--- config.mk ---
export PLATFORM = sky130hd
export DESIGN_NAME = mpu6050_selector_sequencer
export DESIGN_NICKNAME = d
export VERILOG_FILES = /design/src/rtl/mpu6050_pkg.sv /design/src/rtl/mpu6050_selector_sequencer_seq_timer.sv /design/src/rtl/mpu6050_selector_sequencer.sv
export SDC_FILE = /design/constraint.sdc
export NUM_CORES = 1
export LEC_CHECK = 0
export BUFFER_PORTS_ARGS = -buffer_cell sky130_fd_sc_hd__buf_2
export CORE_AREA = 2 2 121 123
export CTS_BUF_LIST = sky130_fd_sc_hd__clkbuf_8
export DETAILED_ROUTE_END_ITERATION = 7
export DIE_AREA = 0 0 123 125
export PLACE_DENSITY = 0.49
export SYNTH_ARGS = -nofsm -noshare
export SYNTH_HDL_FRONTEND = slang
export SYNTH_HIERARCHICAL = 1
export SYNTH_SLANG_ARGS = --single-unit
--- constraint.sdc ---
create_clock -name clk -period 4.31 [get_ports clk]
set_clock_uncertainty 0.2 [all_clocks]
set_input_delay 0.2155 -clock clk [delete_from_list [all_inputs] [get_ports clk]]
set_output_delay 0.2155 -clock clk [all_outputs]
set_load 0.05 [all_outputs]
--- src/rtl/mpu6050_pkg.sv ---
// Shared MPU6050 definitions: selector codes, device address and sequencer state encoding.
// Used by the selector sequencer and by the I2C transaction state machine.
package mpu6050_pkg;

  localparam logic [2:0] SEL_IDLE    = 3'b000;
  localparam logic [2:0] SEL_WR_PWR  = 3'b001;
  localparam logic [2:0] SEL_WR_GYRO = 3'b011;
  localparam logic [2:0] SEL_RD_44   = 3'b100;
  localparam logic [2:0] SEL_RD_43   = 3'b110;

  localparam logic [6:0] MPU_ADDR = 7'h68;

  typedef logic [3:0] seq_state_t;

  localparam seq_state_t ST_PWRUP = 4'd0;
  localparam seq_state_t ST_WR1   = 4'd1;
  localparam seq_state_t ST_G1    = 4'd2;
  localparam seq_state_t ST_WR2   = 4'd3;
  localparam seq_state_t ST_G2    = 4'd4;
  localparam seq_state_t ST_RD1   = 4'd5;
  localparam seq_state_t ST_G3    = 4'd6;
  localparam seq_state_t ST_RD2   = 4'd7;
  localparam seq_state_t ST_G4    = 4'd8;
  localparam seq_state_t ST_WAIT  = 4'd9;
  localparam seq_state_t ST_PARK  = 4'd10;

  function automatic logic [2:0] sel_code(input seq_state_t st);
    case (st)
      ST_WR1:  sel_code = SEL_WR_PWR;
      ST_WR2:  sel_code = SEL_WR_GYRO;
      ST_RD1:  sel_code = SEL_RD_44;
      ST_RD2:  sel_code = SEL_RD_43;
      default: sel_code = SEL_IDLE;
    endcase
  endfunction

  function automatic logic is_txn(input seq_state_t st);
    case (st)
      ST_WR1, ST_WR2, ST_RD1, ST_RD2: is_txn = 1'b1;
      default:                        is_txn = 1'b0;
    endcase
  endfunction

  function automatic logic is_gap(input seq_state_t st);
    case (st)
      ST_G1, ST_G2, ST_G3, ST_G4: is_gap = 1'b1;
      default:                    is_gap = 1'b0;
    endcase
  endfunction

endpackage

--- src/rtl/mpu6050_selector_sequencer_seq_timer.sv ---
// Loadable down-counter that saturates at zero; zero_o flags an expired count.
module seq_timer #(
  parameter int unsigned W = 8
) (
  input  logic         clk,
  input  logic         reset,
  input  logic         load_i,
  input  logic [W-1:0] load_val_i,
  input  logic         en_i,
  output logic         zero_o
);

  logic [W-1:0] count_q;
  logic [W-1:0] count_d;

  always_comb begin
    count_d = count_q;
    if (load_i) begin
      count_d = load_val_i;
    end else if (en_i && (count_q != '0)) begin
      count_d = count_q - W'(1);
    end else begin
      count_d = count_q;
    end
  end

  always_ff @(posedge clk or posedge reset) begin
    if (reset) begin
      count_q <= '0;
    end else begin
      count_q <= count_d;
    end
  end

  assign zero_o = (count_q == '0);

endmodule

--- src/rtl/mpu6050_selector_sequencer.sv ---
// Drives the I2C transaction selector through MPU6050 power-up, configuration and periodic gyro reads.
// Optional MPU_SEQ_BUSY_HANDSHAKE_EN: slots end on txn_busy falling edge, TXN_CYCLES acts as timeout.
module mpu6050_selector_sequencer
  import mpu6050_pkg::*;
#(
  parameter int unsigned POWERUP_CYCLES = 5_000_000,
  parameter int unsigned TXN_CYCLES     = 50_000,
  parameter int unsigned GAP_CYCLES     = 1_000,
  parameter int unsigned SAMPLE_PERIOD  = 500_000
) (
  input  logic       clk,
  input  logic       reset,
  input  logic       run,
`ifdef MPU_SEQ_BUSY_HANDSHAKE_EN
  input  logic       txn_busy,
  output logic       timeout_err,
`endif
  output logic [2:0] selector,
  output logic       init_done,
  output logic       sample_tick,
  output logic       busy
);

  localparam int unsigned SLOT_MAX_A = (POWERUP_CYCLES > TXN_CYCLES) ? POWERUP_CYCLES : TXN_CYCLES;
  localparam int unsigned SLOT_MAX   = (SLOT_MAX_A > GAP_CYCLES) ? SLOT_MAX_A : GAP_CYCLES;
  localparam int unsigned SW         = $clog2(SLOT_MAX + 1);
  localparam int unsigned PW         = $clog2(SAMPLE_PERIOD + 1);

  // The first counted power-up cycle is the load cycle, hence the extra decrement.
  localparam logic [SW-1:0] PWR_LD  = SW'((POWERUP_CYCLES >= 2) ? (POWERUP_CYCLES - 2) : 0);
  localparam logic          PWR_ONE = (POWERUP_CYCLES <= 1) ? 1'b1 : 1'b0;
  localparam logic [SW-1:0] TXN_LD  = SW'(TXN_CYCLES - 1);
  localparam logic [SW-1:0] GAP_LD  = SW'(GAP_CYCLES - 1);
  localparam logic [PW-1:0] PER_LD  = PW'(SAMPLE_PERIOD - 1);

  seq_state_t    state_q, state_d;
  logic          pwr_started_q, pwr_started_d;
  logic          init_done_q, init_done_d;
  logic          tick_q, tick_d;
  logic [2:0]    selector_q;
  logic          busy_q;

  logic          slot_load_s;
  logic [SW-1:0] slot_val_s;
  logic          slot_en_s;
  logic          slot_zero_s;
  logic          per_load_s;
  logic          per_zero_s;
  logic          pwr_last_s;
  logic          txn_end_s;

  assign pwr_last_s = pwr_started_q ? slot_zero_s : PWR_ONE;

`ifdef MPU_SEQ_BUSY_HANDSHAKE_EN
  logic seen_q, seen_d;
  logic timeout_q, timeout_d;
  logic fall_s;

  assign fall_s    = seen_q & ~txn_busy;
  assign txn_end_s = fall_s | slot_zero_s;

  // Busy-seen tracking restarts with every transaction slot; timeout is sticky.
  always_comb begin
    seen_d    = 1'b0;
    timeout_d = timeout_q;
    if (is_txn(state_q) && (state_d == state_q)) begin
      seen_d = seen_q | txn_busy;
    end else begin
      seen_d = 1'b0;
    end
    if (is_txn(state_q) && slot_zero_s && !fall_s) begin
      timeout_d = 1'b1;
    end else begin
      timeout_d = timeout_q;
    end
  end

  always_ff @(posedge clk or posedge reset) begin
    if (reset) begin
      seen_q    <= 1'b0;
      timeout_q <= 1'b0;
    end else begin
      seen_q    <= seen_d;
      timeout_q <= timeout_d;
    end
  end

  assign timeout_err = timeout_q;
`else
  assign txn_end_s = slot_zero_s;
`endif

  // Next-state logic; gap exits decide between continuing and parking.
  always_comb begin
    state_d       = state_q;
    pwr_started_d = pwr_started_q;
    init_done_d   = init_done_q;
    tick_d        = 1'b0;
    case (state_q)
      ST_PWRUP: begin
        if (run && pwr_last_s) begin
          state_d = ST_WR1;
        end else if (run) begin
          pwr_started_d = 1'b1;
        end else begin
          state_d = ST_PWRUP;
        end
      end
      ST_WR1: begin
        if (txn_end_s) state_d = ST_G1; else state_d = ST_WR1;
      end
      ST_G1: begin
        if (slot_zero_s) state_d = run ? ST_WR2 : ST_PARK; else state_d = ST_G1;
      end
      ST_WR2: begin
        if (txn_end_s) state_d = ST_G2; else state_d = ST_WR2;
      end
      ST_G2: begin
        if (slot_zero_s) begin
          init_done_d = 1'b1;
          state_d     = run ? ST_RD1 : ST_PARK;
        end else begin
          state_d = ST_G2;
        end
      end
      ST_RD1: begin
        if (txn_end_s) state_d = ST_G3; else state_d = ST_RD1;
      end
      ST_G3: begin
        if (slot_zero_s) state_d = run ? ST_RD2 : ST_PARK; else state_d = ST_G3;
      end
      ST_RD2: begin
        if (txn_end_s) begin
          state_d = ST_G4;
          tick_d  = 1'b1;
        end else begin
          state_d = ST_RD2;
        end
      end
      ST_G4: begin
        if (!slot_zero_s)    state_d = ST_G4;
        else if (!run)       state_d = ST_PARK;
        else if (per_zero_s) state_d = ST_RD1;
        else                 state_d = ST_WAIT;
      end
      ST_WAIT: begin
        if (!run)            state_d = ST_PARK;
        else if (per_zero_s) state_d = ST_RD1;
        else                 state_d = ST_WAIT;
      end
      ST_PARK: begin
        if (run) state_d = init_done_q ? ST_RD1 : ST_WR1; else state_d = ST_PARK;
      end
      default: state_d = ST_PWRUP;
    endcase
  end

  // Slot timer reloads on every state change and on the first counted power-up cycle.
  always_comb begin
    slot_load_s = (state_d != state_q) ||
                  ((state_q == ST_PWRUP) && run && !pwr_started_q);
    slot_en_s   = (state_q == ST_PWRUP) ? (run & pwr_started_q) : 1'b1;
    if (is_txn(state_d)) begin
      slot_val_s = TXN_LD;
    end else if (is_gap(state_d)) begin
      slot_val_s = GAP_LD;
    end else if (state_d == ST_PWRUP) begin
      slot_val_s = PWR_LD;
    end else begin
      slot_val_s = '0;
    end
  end

  assign per_load_s = (state_d == ST_RD1) && (state_q != ST_RD1);

  seq_timer #(.W(SW)) u_slot_timer (
    .clk        (clk),
    .reset      (reset),
    .load_i     (slot_load_s),
    .load_val_i (slot_val_s),
    .en_i       (slot_en_s),
    .zero_o     (slot_zero_s)
  );

  seq_timer #(.W(PW)) u_period_timer (
    .clk        (clk),
    .reset      (reset),
    .load_i     (per_load_s),
    .load_val_i (PER_LD),
    .en_i       (1'b1),
    .zero_o     (per_zero_s)
  );

  always_ff @(posedge clk or posedge reset) begin
    if (reset) begin
      state_q       <= ST_PWRUP;
      pwr_started_q <= 1'b0;
      init_done_q   <= 1'b0;
      tick_q        <= 1'b0;
      selector_q    <= SEL_IDLE;
      busy_q        <= 1'b0;
    end else begin
      state_q       <= state_d;
      pwr_started_q <= pwr_started_d;
      init_done_q   <= init_done_d;
      tick_q        <= tick_d;
      selector_q    <= sel_code(state_d);
      busy_q        <= (sel_code(state_d) != SEL_IDLE);
    end
  end

  assign selector    = selector_q;
  assign init_done   = init_done_q;
  assign sample_tick = tick_q;
  assign busy        = busy_q;

endmodule
==> summary.txt <==
Pwr
  • Switching power share of the total: 36.69%
  • Clock network fraction of total power: 20.6%
  • Max IR drop VDD: 152.5 uV
  • Internal Power: 0.9921 mW
  • Register share of total power: 49.9%
  • Part of the power in combinational logic: 29.5%
  • Psw: 0.5750 mW
  • Total power consumption of the routed design: 1.567 mW
  • Leakage power figure: 1.505 nW
  • Total power per unit cell area: 402.2 mW/mm2

CTS
  • Setup Buffers After CTS: 0
  • Clock buffer count from CTS: 5
  • CTS tree: built
  • Clk slew on worst S/H paths: 0.10 ns
  • H-tree depth: 2
  • Clock insertion delay at the later pin of the skew report: 0.32 ns
  • CTS root buf: sky130_fd_sc_hd__clkbuf_8
  • Maximum clock insertion buffer count: 2
  • CTS sink count: 53

GRT
  • First-pass GRT wire length: 14120 um
  • Total congestion overflow: 0
  • Via count of the first global-routing pass: 2803
  • Total global-route track usage: 11.15%
  • Pin count of the biggest net entering global routing: 27
  • Initial antenna violation count: 0

Die
  • Horizontal die dimension: 123 um
  • Initial standard-cell utilization of the core: 24.45%
  • Boundary pin count: 9
  • Standard-cell rows: 44
  • Standard cell core area: 0.01420 mm2
  • Die Y-Extent: 125 um
  • Full die area: 0.01538 mm2

Layout
  • Area growth from synthesis to final layout: 12.22%
  • Ratio of cells with drive above 1 in the final layout: 11.37%
  • Share of the core filled with cells in the final layout: 27.43%
  • Post-route design area: 0.003896 mm2
  • Number of antenna cells inserted: 0
  • Final-stage net count: 426
  • Non-filler instance count after layout: 606

Critical path
  • Source of the worst register-to-register timing path: u_slot_timer/count_q[0]
  • Required time reported for the critical path endpoint: 4.34 ns
  • Maximum net fanout on the critical path: 14
  • Startpoint Class: register
  • Sort of element at the end of the critical path: register
  • Worst path arrival time: 3.99 ns
  • Type of the worst setup path: register to register
  • Source of the critical timing path: u_slot_timer/count_q[0]

Logic synthesis
  • Dominant combinational cell family by area after synthesis: simple AND/OR/NAND/NOR gates
  • Synth Flop Type: sky130_fd_sc_hd__dfrtp_1
  • Number of distinct library cell variants in the gate-level netlist after synthesis: 69
  • FF+latch count, synth: 53
  • Most used standard cells in the synthesized netlist: 53 x sky130_fd_sc_hd__dfrtp_1, 40 x sky130_fd_sc_hd__nand2_1, 29 x sky130_fd_sc_hd__o21ai_0
  • Post-synthesis instance total: 391
  • Async set or reset register ratio after synthesis: 100.0%
  • Xor and xnor area share after synthesis: 7.315%
  • Post-synthesis share of cell area spent on and, or, nand and nor gates: 25.26%
  • Post-synth EDFFs: 0
  • Portion of synthesized cell area occupied by the leading cell type: 38.20%
  • Number of warnings printed during yosys synthesis: 6
  • Multiplexer area fraction after synthesis: 4.180%
  • Sequential-to-total area share from yosys stat: 38.20%
  • Most numerous cell in the Yosys netlist: sky130_fd_sc_hd__dfrtp_1
  • Cell type with the highest aggregate area in the netlist: sky130_fd_sc_hd__dfrtp_1
  • Cell Area, Synth: 0.003472 mm2
  • Top post-synthesis cells by area: sky130_fd_sc_hd__dfrtp_1 38%, sky130_fd_sc_hd__nand2_1 4.3%, sky130_fd_sc_hd__xnor2_1 4.3%
  • Post-synthesis share of cell area spent on full adders, half adders and majority gates: 0.7207%
  • Synthesized area per cell: 8.880 um2
  • Share of the synthesized area in compound gates (AO/OA/AOI/OAI): 18.88%

Timing
  • Pins over their slew limit: 0
  • Final critical-path share of the clock period: 91.86%
  • Final critical delay including setup and external delays: 3.959 ns
  • Slew Limit Headroom: 38.82%
  • Setup ws final: 0.3508 ns
  • Hold WS: 0.09692 ns
  • Highest achievable clock rate: 0.2526 GHz
  • Final sum of negative setup slack: 0 ns
  • RSZ-0062 raised after global routing: no
  • Number of setup violations in the final report: 0
  • Number of hold-slack violations in the final timing report: 0
  • Transition at the pin with the smallest max-transition slack: 0.9168 ns

Place
  • Pre-CTS WS: 0.2991 ns
  • Placed cell area: 0.003782 mm2
  • Routability-driven placement congestion ratio: 0.8069
  • Port Buffer Count: 8
  • # placed instances: 597
  • Post-DP HPWL: 5802 um

Routing
  • Routed WL: 8082 um
  • Number of vias per cell after detailed routing: 4.789
  • WL per Instance: 13.34 um
  • Number of violations reported at the end of detailed-routing iteration 0: 223
  • Count of nets left with antenna violations after detail routing: 0
  • First drt pass iteration count: 6
  • DRC violation count after routing: 0
  • Via count of the routed design: 2902

Worst hold path
  • Hold WC Path Type: primary input to register
  • Hold Startpoint: run

Flow run
  • # Max-Cap Violations: 0

Run status
  • Run status: complete, no violations
==> final timing paths <==
path,to,slack (ns),cells past startpoint
setup / recovery,u_slot_timer/count_q[9],0.35,12
hold / removal,pwr_started_q,0.1,2
setup reg to reg,u_slot_timer/count_q[9],0.35,12
hold reg to reg,init_done,0.32,1
max in group asynchronous,u_slot_timer/count_q[18],2.88,3
min in group asynchronous,state_q[0],0.28,3
==> final cells by class <==
cell class              instances  area (um2)
fillers                      1505       10310
multi-input cells             330        2087
flip-flops and latches         53        1326
well taps                     184       230.2
clock buffers                   7       96.34
repair buffers                 14       87.58
inverters                      17       63.81
clock inverters                 1       5.005
==> flip-flops by register name (all words and copies together), names as in the netlist <==
| name | cells |
|---|---|
| state_q | 4 |
| selector | 3 |
| u_period_timer/count_q | 19 |
| sample_tick | 1 |
| pwr_started_q | 1 |
| u_slot_timer/count_q | 23 |
| busy | 1 |
| init_done | 1 |
==> metal layers <==
layer,vias up,share of wire [%],GRT usage [%]
li1,1464,-,-
met1,1367,48,15.28
met3,8,3.2,1.642
met4,0,1.5,3.142
met5,-,0,0
met2,63,47,18.20
==> cell families after synthesis <==
family                   after synthesis
AND/OR/NAND/NOR                      156
AO/OA/AOI/OAI                         96
adder cells (fa/ha/maj)                2
XOR/XNOR                              29
buffers and inverters                 40
other                                  2
multiplexers                          13
flip-flops                            53
==> power by group through the flow <==
stage                     Clock [mW]  Sequential (mW)  Combinational, mW
final                          0.322            0.782              0.462
after global routing           0.358            0.807              0.529
after CTS                      0.339            0.783              0.467
after detailed placement           0            0.790              0.464
after global placement             0            0.786              0.456
after floorplan                    0            0.751              0.386
==> cells in the final DEF, fill, tap and decap left out, types with 3 or more instances in the layout <==
master | netlist | final
sky130_fd_sc_hd__a21oi_1 | 10 | 10
sky130_fd_sc_hd__a31oi_1 | 7 | 7
sky130_fd_sc_hd__and2_1 | 4 | 4
sky130_fd_sc_hd__and3_1 | 3 | 3
sky130_fd_sc_hd__buf_2 | 7 | 8
sky130_fd_sc_hd__buf_4 | 0 | 5
sky130_fd_sc_hd__clkbuf_8 | 0 | 7
sky130_fd_sc_hd__conb_1 | 2 | 34
sky130_fd_sc_hd__dfrtp_1 | 53 | 53
sky130_fd_sc_hd__inv_1 | 14 | 14
sky130_fd_sc_hd__mux2_2 | 12 | 12
sky130_fd_sc_hd__nand2_1 | 40 | 40
sky130_fd_sc_hd__nand2b_1 | 6 | 6
sky130_fd_sc_hd__nand3_1 | 11 | 11
sky130_fd_sc_hd__nand4_1 | 3 | 3
sky130_fd_sc_hd__nor2_1 | 25 | 24
sky130_fd_sc_hd__nor2b_1 | 3 | 3
sky130_fd_sc_hd__nor3_1 | 13 | 13
sky130_fd_sc_hd__nor3b_1 | 5 | 5
sky130_fd_sc_hd__nor4_1 | 12 | 12
sky130_fd_sc_hd__o2111ai_1 | 7 | 7
sky130_fd_sc_hd__o211ai_1 | 6 | 6
sky130_fd_sc_hd__o21ai_0 | 29 | 28
sky130_fd_sc_hd__o21ai_1 | 7 | 8
sky130_fd_sc_hd__o311ai_0 | 3 | 3
sky130_fd_sc_hd__o31ai_1 | 4 | 4
sky130_fd_sc_hd__or3_1 | 5 | 5
sky130_fd_sc_hd__or4_1 | 5 | 5
sky130_fd_sc_hd__xnor2_1 | 17 | 17
sky130_fd_sc_hd__xor2_1 | 12 | 12
==> critical path, stage by stage, from the launching register on <==
cell	delay [ns]
sky130_fd_sc_hd__dfrtp_1	0.41
sky130_fd_sc_hd__inv_1	0.11
sky130_fd_sc_hd__ha_1	0.22
sky130_fd_sc_hd__or4b_1	0.51
sky130_fd_sc_hd__or4_4	0.54
sky130_fd_sc_hd__nor2_1	0.13
sky130_fd_sc_hd__buf_4	0.20
sky130_fd_sc_hd__a31oi_1	0.11
sky130_fd_sc_hd__or3b_1	0.48
sky130_fd_sc_hd__or2_4	0.30
sky130_fd_sc_hd__o21ai_1	0.40
sky130_fd_sc_hd__nor2_1	0.07
sky130_fd_sc_hd__a31oi_1	0.18
==> repair_timing <==
action	CTS	global route
resized for setup	0	1
hold buffers	1	0
setup endpoints to repair	0	1
hold endpoints to repair	53	0
(Power assumes the default switching activity.)
